[src/rtl/fifo_lab_pkg.sv]
// Shared defaults and elaboration-time helpers for the lab FIFO.
package fifo_lab_pkg;

    localparam int DATA_WIDTH_D = 8;
    localparam int DEPTH_D      = 64;
    localparam int PTR_D        = 6;

    // True when the entry count is exactly addressable by the pointer width.
    function automatic bit depth_matches_ptr(input int depth, input int ptr);
        return depth == (1 << ptr);
    endfunction

endpackage

[src/rtl/fifo_lab_mem.sv]
// DEPTH x DATA_WIDTH register-file RAM: synchronous write, asynchronous read, no reset.
module fifo_lab_mem
    import fifo_lab_pkg::*;
#(
    parameter int DATA_WIDTH = DATA_WIDTH_D,
    parameter int DEPTH      = DEPTH_D,
    parameter int PTR        = PTR_D
) (
    input  logic                  clk,
    input  logic                  wr_en,
    input  logic [PTR-1:0]        wr_addr,
    input  logic [DATA_WIDTH-1:0] wr_data,
    input  logic [PTR-1:0]        rd_addr,
    output logic [DATA_WIDTH-1:0] rd_data
);

    logic [DATA_WIDTH-1:0] mem_r [DEPTH];

    // Write port: store one word per accepted write.
    always_ff @(posedge clk) begin
        if (wr_en) begin
            mem_r[wr_addr] <= wr_data;
        end
    end

    assign rd_data = mem_r[rd_addr];

endmodule

[src/rtl/fifo_lab_sync.sv]
// Single-clock FIFO with registered read data and occupancy count.
// Optional sticky overflow/underflow outputs when FIFO_LAB_ERR_FLAGS_EN is defined.
module fifo_lab_sync
    import fifo_lab_pkg::*;
#(
    parameter int DATA_WIDTH = DATA_WIDTH_D,
    parameter int DEPTH      = DEPTH_D,
    parameter int PTR        = PTR_D
) (
    input  logic                  clk,
    input  logic                  rst,
    input  logic                  wr_en,
    input  logic                  rd_en,
    input  logic [DATA_WIDTH-1:0] buff_in,
    output logic [DATA_WIDTH-1:0] buff_out,
    output logic [PTR:0]          fifo_counter,
    output logic                  buf_full,
`ifdef FIFO_LAB_ERR_FLAGS_EN
    output logic                  overflow,
    output logic                  underflow,
`endif
    output logic                  buf_empty
);

    localparam logic [PTR:0] FULL_COUNT = (PTR+1)'(DEPTH);

    if (!depth_matches_ptr(DEPTH, PTR)) begin : g_bad_depth
        $error("fifo_lab_sync: DEPTH must equal 2**PTR");
    end

    logic [PTR-1:0]        wr_ptr_r;
    logic [PTR-1:0]        rd_ptr_r;
    logic [DATA_WIDTH-1:0] rd_data_s;
    logic                  wr_acc_s;
    logic                  rd_acc_s;
    logic [PTR:0]          count_nxt_s;

    assign buf_full  = (fifo_counter == FULL_COUNT);
    assign buf_empty = (fifo_counter == (PTR+1)'(0));

    // A read frees a slot in the same cycle, so a full FIFO still takes a write alongside it.
    assign rd_acc_s = rd_en & ~buf_empty;
    assign wr_acc_s = wr_en & (~buf_full | rd_acc_s);

    // Occupancy next-state: net change of accepted write and read.
    always_comb begin
        count_nxt_s = fifo_counter;
        case ({wr_acc_s, rd_acc_s})
            2'b10:   count_nxt_s = fifo_counter + (PTR+1)'(1);
            2'b01:   count_nxt_s = fifo_counter - (PTR+1)'(1);
            default: count_nxt_s = fifo_counter;
        endcase
    end

    fifo_lab_mem #(
        .DATA_WIDTH (DATA_WIDTH),
        .DEPTH      (DEPTH),
        .PTR        (PTR)
    ) u_mem (
        .clk     (clk),
        .wr_en   (wr_acc_s),
        .wr_addr (wr_ptr_r),
        .wr_data (buff_in),
        .rd_addr (rd_ptr_r),
        .rd_data (rd_data_s)
    );

    // Pointers, counter and registered read data.
    always_ff @(posedge clk or negedge rst) begin
        if (!rst) begin
            wr_ptr_r     <= {PTR{1'b0}};
            rd_ptr_r     <= {PTR{1'b0}};
            fifo_counter <= {(PTR+1){1'b0}};
            buff_out     <= {DATA_WIDTH{1'b0}};
        end else begin
            fifo_counter <= count_nxt_s;
            if (wr_acc_s) begin
                wr_ptr_r <= wr_ptr_r + PTR'(1);
            end
            if (rd_acc_s) begin
                rd_ptr_r <= rd_ptr_r + PTR'(1);
                buff_out <= rd_data_s;
            end
        end
    end

`ifdef FIFO_LAB_ERR_FLAGS_EN
    // Sticky error flags; only reset clears them.
    always_ff @(posedge clk or negedge rst) begin
        if (!rst) begin
            overflow  <= 1'b0;
            underflow <= 1'b0;
        end else begin
            if (wr_en && !wr_acc_s) begin
                overflow <= 1'b1;
            end
            if (rd_en && !rd_acc_s) begin
                underflow <= 1'b1;
            end
        end
    end
`endif

endmodule

[config.mk]
export PLATFORM = sky130hd
export DESIGN_NAME = fifo_lab_sync
export DESIGN_NICKNAME = d
export VERILOG_FILES = /design/src/rtl/fifo_lab_pkg.sv /design/src/rtl/fifo_lab_mem.sv /design/src/rtl/fifo_lab_sync.sv
export SDC_FILE = /design/constraint.sdc
export NUM_CORES = 1
export LEC_CHECK = 0
export CORE_ASPECT_RATIO = 1.75
export CORE_MARGIN = 2
export CORE_UTILIZATION = 55
export DETAILED_ROUTE_END_ITERATION = 10
export GPL_TIMING_DRIVEN = 0
export PLACE_DENSITY = 0.71
export SETUP_SLACK_MARGIN = 0.1
export SLEW_MARGIN = 20
export SYNTH_ARGS = -nofsm -noshare
export SYNTH_HDL_FRONTEND = slang
export SYNTH_SLANG_ARGS = --single-unit
[constraint.sdc]
create_clock -name clk -period 4.89 [get_ports clk]
set_clock_uncertainty 0.15 [all_clocks]
set_input_delay 0.489 -clock clk [delete_from_list [all_inputs] [get_ports clk]]
set_output_delay 0.489 -clock clk [all_outputs]
set_load 0.02 [all_outputs]
Yosys cells after proc, flatten, opt, wreduce, memory -nomap -nowiden
Memories as Yosys holds them, arrays and structs flattened. A register that Yosys moved wholly into a read port is not among the register bits.
Index checks and enable logic that the tools add are counted.
{"block": "totals", "word_cells": 22, "mem_count": 1, "register_bits": 19, "ram_bits": 512, "output_inout_bits": 17}
{"block": "classes", "n_mux": 3, "add_sub_neg": 4, "n_reduce_logical": 3, "bitwise": 5, "n_eq_ne": 3}
{"memory": "u_mem.mem_r", "words": 64, "width": 8, "read_ports": 1, "rd_ports_with_merged_regs": 1, "write_ports": 1, "line": "fifo_lab_mem.sv:17", "source": "logic [DATA_WIDTH-1:0] mem_r [DEPTH];"}
{"cell": "$pmux W7 S2", "count": 1}
{"cell": "$add A6 B1 Y6 const B", "count": 2}
{"cell": "$add A7 B1 Y7 const B", "count": 1}
{"cell": "$eq A7 B7 Y1 const B", "count": 1}
{"cell": "$logic_not A7 Y1", "count": 1}
{"cell": "$sub A7 B1 Y7 const B", "count": 1}
{"cell": "$and A1 B1 Y1", "count": 2}
{"cell": "$eq A2 B1 Y1 const B", "count": 1}
{"cell": "$eq A2 B2 Y1 const B", "count": 1}
{"cell": "$mux W1", "count": 2}
{"cell": "$not A1 Y1", "count": 2}
{"cell": "$reduce_bool A2 Y1", "count": 1}
{"cell": "$logic_not A1 Y1", "count": 1}
{"cell": "$or A1 B1 Y1", "count": 1}

Logic depth before layout (Yosys ltp)
Gate-level depths: netlist of the first run.
{"block": "depth", "depth_word": 7, "mapped_depth": 10, "depth_no_buf": 8}

Modules after synthesis
Synthesis of the first run repeated with hierarchy kept, for this count alone.
{"block": "unflattened", "cells_unflattened": 1061, "hier_area_um2": 21411.8}
{"module": "fifo_lab_mem", "instances": 1, "cells_each": 932, "area_each_um2": 20006.7, "seq_area_each_um2": 15374.7}
{"module": "fifo_lab_sync", "instances": 1, "cells_each": 129, "area_each_um2": 1405.1, "seq_area_each_um2": 675.6}

Least setup slack after synthesis of the first run
No wires, ideal clock.
{"block": "synth_timing", "kind": "register to register", "from": "register fifo_counter[0]", "to": "register fifo_counter[5]", "stages_incl_launch_ff": 9, "setup_slack_ns": 2.020, "required_ns": 4.595, "period_less_slack_ns": 2.870, "path_buffers": 0, "arrival_time_ns": 2.575, "setup_ns": 0.145, "cell_sequence": "dfrtp_1 -> nor4_1 -> a311oi_1 -> ha_1 -> a21o_1 -> a21oi_1 -> o21bai_1 -> a2111oi_0 -> a221oi_1"}
{"block": "synth_via", "elab_chain_cells": 7, "elab_cells_between_ends": 13}
{"item": "start: declaration", "line": "fifo_lab_sync.sv:16", "source": "output logic [PTR:0] fifo_counter,"}
{"item": "start signal: assignment", "line": "fifo_lab_sync.sv:73", "source": "fifo_counter <= {(PTR+1){1'b0}};"}
{"item": "start signal: assignment", "line": "fifo_lab_sync.sv:76", "source": "fifo_counter <= count_nxt_s;"}
{"item": "$logic_not A7 Y1", "line": "fifo_lab_sync.sv:39", "source": "assign buf_empty = (fifo_counter == (PTR+1)'(0));"}
{"item": "$not A1 Y1", "line": "fifo_lab_sync.sv:42", "source": "assign rd_acc_s = rd_en & ~buf_empty;"}
{"item": "$and A1 B1 Y1", "line": "fifo_lab_sync.sv:42"}
{"item": "$or A1 B1 Y1", "line": "fifo_lab_sync.sv:43", "source": "assign wr_acc_s = wr_en & (~buf_full | rd_acc_s);"}
{"item": "$and A1 B1 Y1", "line": "fifo_lab_sync.sv:43"}
{"item": "$eq A2 B1 Y1 / $eq A2 B2 Y1 (equally long branches)", "line": "fifo_lab_sync.sv:48", "source": "case ({wr_acc_s, rd_acc_s})"}
{"item": "$pmux W7 S2 / $reduce_bool A2 Y1 (equally long branches)"}
Parallel ways exist; a longest one is shown, timed or not.
A chain may end at the register's enable or synchronous reset.

==> results.py, run 1 <==
metrics = {
    "run_status": {
        "status": "complete, no violations",
    },
    "clocking": {
        "cts_tree": "done",
        "htreeDepth": 2,
        "worst_skew_pair.late_latency_ps": 570,
        "cts_buffers": 45,
        "cts-root-buf": "clkbuf_16",
        "cts.sinks": 539,
        "clk_pin_slew_ps": 70,
        "cts_setup_buffers": 0,
        "ctsLongestPathBuffers": 3,
    },
    "worst_setup_path": {
        "rr_endpoint": "buff_out[5]",
        "cp.buffers_inverters": 4,
        "cp_max_fo": 10,
        "reg2reg_depth": 9,
        "crit_type": "reg2reg",
        "slowest_delay_ps": 790,
        "r2r_start": "rd_ptr_r[2]",
        "cp.required_ps": 5150,
        "worst_path_most_repeated_cell": "buf_2",
        "rrSetupSlack_ps": 930,
        "path_cells": "clkbuf_1 -> buf_2 -> buf_2 -> buf_1 -> mux4_2 -> mux2i_1 -> nor2_1 -> o41ai_1 -> o21ai_1",
        "crit_path_end_kind": "flop",
        "cp_slowest_cell": "o41ai_1",
        "critical_path.top_delay_family": "buffers and inverters",
        "arrival_ps": 4230,
        "start_kind": "flop",
    },
    "cells_and_area": {
        "syn_to_final_growth_pct": 11.4,
        "fin_nets": 1240,
        "diodes": 0,
        "layout-drive-gt1-share_pct": 20.3,
    },
    "placement": {
        "numPortBuffers": 28,
        "place_hpwl_mm": 35.7,
        "gp_congestion": 0.975,
    },
    "power_and_ir_drop": {
        "vdd_drop_max_mv": 0.253,
        "p_sw_w": 0.00438,
        "p_seq_share_pct": 40.9,
        "p_per_area_nw_per_um2": 560,
        "leakage_nw": 7.77,
        "clockPowerShare_pct": 26.9,
        "comb_power_share_pct": 32.1,
        "p_int_w": 0.00904,
        "p_total_w": 0.0134,
        "power.share.switching_pct": 32.6,
    },
    "die": {
        "die_w_um": 154,
        "row_count": 95,
        "core-area_um2": 38500,
        "pin_count": 29,
        "die_y_um": 266,
        "initial_core_util_pct": 55.9,
        "dieArea_um2": 40800,
    },
    "logic_synthesis": {
        "yosys.area.top_type": "edfxtp_1",
        "synth_top_family_by_area": "multiplexers",
        "ys_seq_elements": 539,
        "synthMuxAreaShare_pct": 14.4,
        "yosys_warnings": 0,
        "syn_inst": 1139,
        "ys_seq_area_share_pct": 74.6,
        "synth-async-reset-ratio_pct": 5.01,
        "synth_top_area_share_pct": 71.4,
        "synth_area_leaders": "edfxtp_1, mux4_2, dfrtp_1",
        "ys_types": 59,
        "synth_edf_count": 512,
        "synth-main-ff-cell": "edfxtp_1",
        "syn_avg_cell_area_um2": 18.9,
        "synthSimpleGateAreaFrac_pct": 3.55,
        "synth_xor_area_share_pct": 0.570,
        "syn_area_um2": 21500,
        "synthAdderAreaFrac_pct": 0.500,
        "synth-compound-area-share_pct": 4.82,
        "syn-num-nets": 1159,
    },
    "grt": {
        "grt_antenna_before_repair": 0,
        "grtUsageTotal_pct": 26.1,
        "grt_pass1_wl_mm": 76.4,
        "grt_pass1_vias": 11600,
        "grt_max_degree": 65,
        "overflow": 0,
    },
    "detailed_routing": {
        "num_vias": 11300,
        "routed_wl_mm": 52.3,
        "drt_iter0_drc": 1079,
        "drc": 0,
        "avgViaCountPerCell": 6.48,
        "drtAntennaViolNets": 0,
        "drtPass1Iterations": 5,
        "wl_per_cell_um": 30.1,
    },
    "min_path": {
        "holdPathStages": 1,
        "hp-class": "in2reg",
        "hp-start": "buff_in[3]",
        "hold_end": "u_mem.mem_r[51][3]",
    },
    "sta": {
        "slew_violations": 0,
        "period_share_pct": 81.0,
        "worst_slew_pin_slew_ps": 1180,
        "setup_tns_ps": 0,
        "hold_viol": 0,
        "rsz0062_at_grt": "no",
        "max_slew_margin_pct": 20.8,
        "max_freq_mhz": 252,
        "finalCriticalPeriod_ps": 3960,
        "final-setup-viol-count": 0,
    },
    "run": {
        "maxCapViolations": 0,
    },
}
-- sequential cells by signal, summed over array words and instances (netlist names) --
name	cells
wr_ptr_r	6
fifo_counter	7
u_mem.mem_r	512
buff_out	8
rd_ptr_r	6
-- stage by stage --
stage	std cells	utilization (%)	area, um2	hold WS [ps]	setup slack, ps
2_1_floorplan	1139	-	21500	43.4	2020
3_3_place_gp	1652	58.2	22400	358	1000
3_5_place_dp	1657	58.4	22500	311	986
4_1_cts	1737	62.2	24000	229	961
5_1_grt	1737	62.2	24000	251	858
6_report	1737	62.2	24000	244	929
-- synth_stat cells, drive strengths merged, types with 6 or more instances --
cell	n
mux2	54
a21o	8
nand2	46
ha	7
a32oi	10
buf	45
o22ai	14
a222oi	13
o21ai	14
inv	7
nand3	10
xnor2	11
a2111oi	7
nor2	84
clkbuf	19
nor2b	6
mux2i	61
dfrtp	27
o41ai	6
mux4	83
a221oi	8
a21oi	13
edfxtp	512
-- cells by family after synthesis --
kind of cell / after synthesis
AO/OA/AOI/OAI: 135
XOR/XNOR: 14
adder cells (fa/ha/maj): 8
buffers and inverters: 71
flip-flops: 539
multiplexers: 198
AND/OR/NAND/NOR: 174
-- worst max-delay path by stage --
stage | slack (ps) | endpoint | start | cells past startpoint
2_1_floorplan | 2020 | fifo_counter[5] | fifo_counter[0] | 8
3_3_place_gp | 1000 | buff_out[1] | rd_ptr_r[2] | 9
3_5_place_dp | 990 | buff_out[5] | rd_ptr_r[2] | 9
4_1_cts | 960 | buff_out[5] | rd_ptr_r[2] | 9
5_1_grt | 860 | buff_out[5] | rd_ptr_r[2] | 9
6_report | 930 | buff_out[5] | rd_ptr_r[2] | 9
-- placed cells by master, fill, tap and decap left out, types with 6 or more instances in the layout --
master           netlist  routed
mux2_2                54      54
o41ai_1                6       6
clkbuf_16              0      46
edfxtp_1             512     512
clkinv_2               0       6
buf_1                  8       8
a32oi_1               10      10
xnor2_1               11      11
buf_2                 30      35
ha_1                   7       7
inv_1                  6       6
mux4_2                79      79
clkdlybuf4s50_1        0      19
a221oi_1               8       8
bufinv_16              0       6
nand3_1               10      10
a222oi_1              13      13
mux2i_1               61      61
nor2b_1                6       6
a21o_1                 8       8
buf_4                  5       9
dfrtp_1               27      27
nand2_1               46      46
nor2_1                84      84
o22ai_1               14      14
clkinv_1               0      12
clkbuf_1              19      23
o21ai_0                9       9
a21oi_1               13      13
-- final cells by class --
type	instances	area, um2
clock buffers	50	1170
clock inverters	29	303
flip-flops and latches	539	16100
fillers	2685	14500
repair buffers	34	370
multi-input cells	529	5130
plain buffers	64	312
well taps	485	607
inverters	7	26.3
-- power by group through the flow --
stage	combinational, W	sequential, W	clock [W]
final	0.00431	0.00549	0.00361
after global routing	0.00452	0.00551	0.00380
after CTS	0.00429	0.00549	0.00364
after detailed placement	0.00427	0.00558	0
after global placement	0.00422	0.00559	0
after floorplan	0.00268	0.00559	0
-- what timing repair did --
action,in CTS,in global routing
hold endpoints to repair,27,0
resized for setup,0,0
hold buffers,1,0
-- routing by layer --
layer  part of all wire (%)  vias up  global-route usage, %
li1                       -     4812                      -
met1                     34     5802                   30.6
met2                     53      497                   46.1
met3                    6.1      151                   3.45
met4                    6.7        0                   14.9
met5                      0        -                      0
Power figures use the tool's default switching activity.
==> inputs of run 2 (changes only) <==
Settings changed: PLACE_DENSITY 0.71 to 0.74.
Clock period 4.89 ns to 3.4 ns, I/O delays scaled along.
==> results.py, run 2 (same netlist as run 1, synthesis figures left out) <==
metrics = {
    "grt": {
        "grt_pass1_vias": 11700,
        "grtUsageTotal_pct": 26.4,
        "grt_max_degree": 65,
        "grt_antenna_before_repair": 0,
        "overflow": 0,
        "grt_pass1_wl_mm": 77.5,
    },
    "power_and_ir_drop": {
        "leakage_nw": 7.87,
        "p_per_area_nw_per_um2": 809,
        "p_total_w": 0.0195,
        "vdd_drop_max_mv": 0.409,
    },
    "cells_and_area": {
        "largest_register": "u_mem.mem_r",
        "fin_cells": 1751,
        "final_util_pct": 62.7,
        "syn_to_final_growth_pct": 12.2,
        "mostFrequentLayoutCell": "edfxtp_1",
        "diodes": 0,
        "reg.largest.list": "u_mem.mem_r x512, buff_out x8, fifo_counter x7",
        "layout-drive-gt1-share_pct": 23.5,
        "final_cell_mix": "edfxtp_1, mux4_2, nor2_1",
        "fill_cells": 2621,
        "largest_reg_flops": 512,
        "fin_nets": 1249,
    },
    "placement": {
        "pre_cts_ws_ps": -384,
        "numPortBuffers": 28,
        "place_hpwl_mm": 35.5,
        "dp.cells": 1656,
        "gp_congestion": 0.995,
    },
    "die": {
        "die_w_um": 154,
        "row_count": 95,
        "die_y_um": 266,
        "dieArea_um2": 40800,
        "pin_count": 29,
        "initial_core_util_pct": 55.9,
        "core-area_um2": 38500,
    },
    "detailed_routing": {
        "wl_per_cell_um": 30.6,
        "drc": 0,
        "num_vias": 11400,
        "drtAntennaViolNets": 0,
        "drtPass1Iterations": 9,
        "drt_iter0_drc": 1246,
        "routed_wl_mm": 53.5,
        "avgViaCountPerCell": 6.52,
    },
    "sta": {
        "finalCriticalPeriod_ps": 3290,
        "rsz0062_at_grt": "yes",
        "period_share_pct": 96.7,
        "max_freq_mhz": 304,
        "final-setup-viol-count": 0,
        "slew_violations": 0,
        "worst_slew_pin_slew_ps": 983,
        "max_slew_margin_pct": 34.4,
        "setup_ws_ps": 112,
        "setup_tns_ps": 0,
        "hold_viol": 0,
    },
    "worst_setup_path": {
        "cp_slowest_cell": "nand2_1",
        "crit_path_end_kind": "flop",
        "cp.buffers_inverters": 1,
        "crit_type": "reg2reg",
        "cp_max_fo": 8,
        "critical_path.top_delay_family": "simple AND/OR/NAND/NOR gates",
        "slowest_delay_ps": 570,
        "start_kind": "flop",
        "path_cells": "or4_1 -> clkbuf_1 -> o41a_1 -> and2_1 -> nand2_1 -> nor2_1",
        "cp.required_ps": 3470,
        "arrival_ps": 3360,
    },
    "clocking": {
        "htreeDepth": 2,
        "cts_buffers": 45,
        "clk_pin_slew_ps": 70,
        "cts.sinks": 539,
        "ctsLongestPathBuffers": 3,
        "worst_skew_pair.late_latency_ps": 560,
        "cts-root-buf": "clkbuf_16",
        "cts_tree": "done",
    },
    "run": {
        "maxCapViolations": 0,
    },
    "run_status": {
        "status": "complete, no violations",
    },
    "min_path": {
        "hp-class": "in2reg",
    },
}
[run 2: cell count changes in the layout (fill, tap and decap cells not counted), sizes merged]
cell	previous run	this run
buf	59	67
clkinvlp	3	2
inv	8	9
clkbuf	69	77
bufinv	6	4
[run 2: per-layer routing]
metal | wire [um] | GRT usage, % | vias to the layer above
met5 | 0 | 0 | -
met4 | 3050 | 13.7 | 0
met3 | 3520 | 3.56 | 144
met2 | 28400 | 47.3 | 564
met1 | 18500 | 31.2 | 5884
li1 | - | - | 4818
[run 2: final timing paths]
kind	start	end	slack, ps	cells after the start
worst min register to register	wr_ptr_r[2]	wr_ptr_r[2]	390	1
worst min-delay path	buff_in[2]	u_mem.mem_r[55][2]	130	1
worst max-delay path	fifo_counter[0]	u_mem.mem_r[21][1]	110	6
min in group asynchronous	rst	buff_out[0]	210	2
worst max register to register	fifo_counter[0]	u_mem.mem_r[21][1]	110	6
max in group asynchronous	rst	rd_ptr_r[1]	2390	2
[run 2: cell type report]
class / instances / area [um2] / share of cell area, %
Clock inverter: 27 / 240 / 0.995
Multi-Input combinational cell: 529 / 5240 / 21.7
Timing Repair Buffer: 44 / 438 / 1.81
Buffer: 63 / 339 / 1.40
Inverter: 7 / 26.3 / 0.109
Sequential cell: 539 / 16100 / 66.5
Clock buffer: 57 / 1210 / 5.03
Tap cell: 485 / 607 / 2.51
[run 2: what timing repair did]
item | in CTS | in global routing
pin swaps | 7 | 4
gates resized for setup | 24 | 16
buffers inserted | 8 | 3
endpoints found under the hold margin | 27 | 0
hold buffers | 1 | 0
setup endpoints to repair | 329 | 410
[run 2: stage by stage]
step	cell area, um2	hold WS [ps]
global route	24200	135
global placement	22400	352
detailed placement	22500	264
finish	24200	129
floorplan	21500	-106
CTS	24100	122
[run 2: power breakdown]
part	switching [W]	total, W	internal [W]	leakage (nW)
clock network	0.00232	0.00517	0.00285	0.717
logic	0.00387	0.00644	0.00258	2.22
registers	0.000281	0.00792	0.00764	4.93
total	0.00646	0.0195	0.0131	7.87
==> inputs of run 3 (changes only) <==
Settings changed: CORE_MARGIN 2 to default.
==> results.py, run 3 (same netlist as run 1, synthesis figures left out) <==
metrics = {
    "run_status": {
        "status": "complete, no violations",
    },
    "die": {
        "dieArea_um2": 40000,
        "core-area_um2": 38500,
        "initial_core_util_pct": 55.9,
        "row_count": 95,
        "die_w_um": 152,
        "die_y_um": 264,
        "pin_count": 29,
    },
    "placement": {
        "pre_cts_ws_ps": -390,
        "gp_congestion": 1.00,
        "numPortBuffers": 28,
        "place_hpwl_mm": 35.4,
    },
    "min_path": {
        "hp-class": "in2reg",
    },
    "worst_setup_path": {
        "start_kind": "flop",
        "cp_max_fo": 8,
        "arrival_ps": 3450,
        "crit_path_end_kind": "flop",
        "cp_slowest_cell": "nand2_1",
        "cp.required_ps": 3470,
        "crit_type": "reg2reg",
        "path_cells": "or4_1 -> clkbuf_1 -> o41a_1 -> and2_1 -> nand2_1 -> nor2_1",
        "slowest_delay_ps": 620,
    },
    "clocking": {
        "htreeDepth": 2,
        "clk_pin_slew_ps": 70,
        "ctsLongestPathBuffers": 3,
        "cts-root-buf": "clkbuf_16",
        "worst_skew_pair.late_latency_ps": 580,
        "cts_tree": "done",
        "cts_buffers": 44,
        "cts.sinks": 539,
    },
    "grt": {
        "grt_max_degree": 65,
        "overflow": 0,
        "grtUsageTotal_pct": 27.5,
        "grt_pass1_vias": 11400,
        "grt_pass1_wl_mm": 76.2,
        "grt_antenna_before_repair": 0,
    },
    "detailed_routing": {
        "num_vias": 11400,
        "routed_wl_mm": 53.2,
        "drt_iter0_drc": 1094,
        "drtPass1Iterations": 7,
        "wl_per_cell_um": 30.5,
        "avgViaCountPerCell": 6.53,
        "drtAntennaViolNets": 0,
        "drc": 0,
    },
    "cells_and_area": {
        "final_util_pct": 62.6,
        "diodes": 0,
        "largest_register": "u_mem.mem_r",
        "layout-drive-gt1-share_pct": 23.8,
        "syn_to_final_growth_pct": 12.0,
        "final_cell_mix": "edfxtp_1, mux4_2, nor2_1",
        "fill_cells": 2604,
        "mostFrequentLayoutCell": "edfxtp_1",
        "reg.largest.list": "u_mem.mem_r x512, buff_out x8, fifo_counter x7",
        "largest_reg_flops": 512,
        "fin_nets": 1244,
    },
    "sta": {
        "max_slew_margin_pct": 38.7,
        "final-setup-viol-count": 0,
        "hold_viol": 0,
        "setup_ws_ps": 17.1,
        "slew_violations": 0,
        "max_freq_mhz": 296,
        "worst_slew_pin_slew_ps": 916,
        "period_share_pct": 99.5,
        "holdWs_ps": 85.6,
        "setup_tns_ps": 0,
        "finalCriticalPeriod_ps": 3380,
        "rsz0062_at_grt": "yes",
    },
    "power_and_ir_drop": {
        "leakage_nw": 7.81,
        "p_total_w": 0.0194,
        "p_per_area_nw_per_um2": 803,
        "vdd_drop_max_mv": 0.372,
    },
    "run": {
        "maxCapViolations": 0,
    },
}
[run 3: worst paths after layout]
kind,from,to,slack (ps),cells past startpoint
hold / removal,buff_in[2],u_mem.mem_r[54][2],90,1
hold reg to reg,wr_ptr_r[2],wr_ptr_r[2],390,1
setup / recovery,fifo_counter[0],u_mem.mem_r[54][5],20,6
max in group asynchronous,rst,rd_ptr_r[1],2370,2
min in group asynchronous,rst,wr_ptr_r[3],210,2
setup reg to reg,fifo_counter[0],u_mem.mem_r[54][5],20,6
[run 3: layer usage]
metal / track usage (%) / part of all wire [%]
met3: 4.23 / 6.6
met5: 0 / 0
met2: 47.7 / 52
met1: 32.2 / 34
met4: 15.6 / 6.8
[run 3: repair_timing]
action,CTS,global route
gates resized for setup,20,29
cloned,0,0
pin swaps,6,2
buffers inserted,7,2
hold buffers,1,0
hold endpoints to repair,27,0
endpoints found under the setup margin,318,474
[run 3: cell type report]
class                      instances  area [um2]  share of cell area (%)
timing repair buffer              41         405                    1.68
multi-input combinational        529        5260                    21.8
clock buffer                      55        1180                    4.91
tap                              485         607                    2.52
buffer                            62         342                    1.42
inverter                           7        26.3                   0.109
clock inverter                    25         223                   0.924
sequential                       539       16100                    66.6
[run 3: report_power, final]
part	internal, W	switching (W)	leakage (nW)	total (W)
registers	0.00764	0.000284	4.93	0.00792
logic	0.00256	0.00385	2.19	0.00641
clock network	0.00272	0.00230	0.682	0.00502
[run 3: stage by stage]
stage / cell area [um2] / cells
final: 24100 / 1743
after global routing: 24100 / 1743
after CTS: 24000 / 1743
after detailed placement: 22400 / 1655
after global placement: 22400 / 1652
after floorplan: 21500 / 1139
[run 3: worst max-delay path: cells and delay by family, from the launching register on]
kind | cells | cell delay [ps]
and+or+nand+nor | 4 | 1800
AOI/OAI and AO/OA | 1 | 400
DFF | 1 | 470
buffers and inverters | 1 | 200
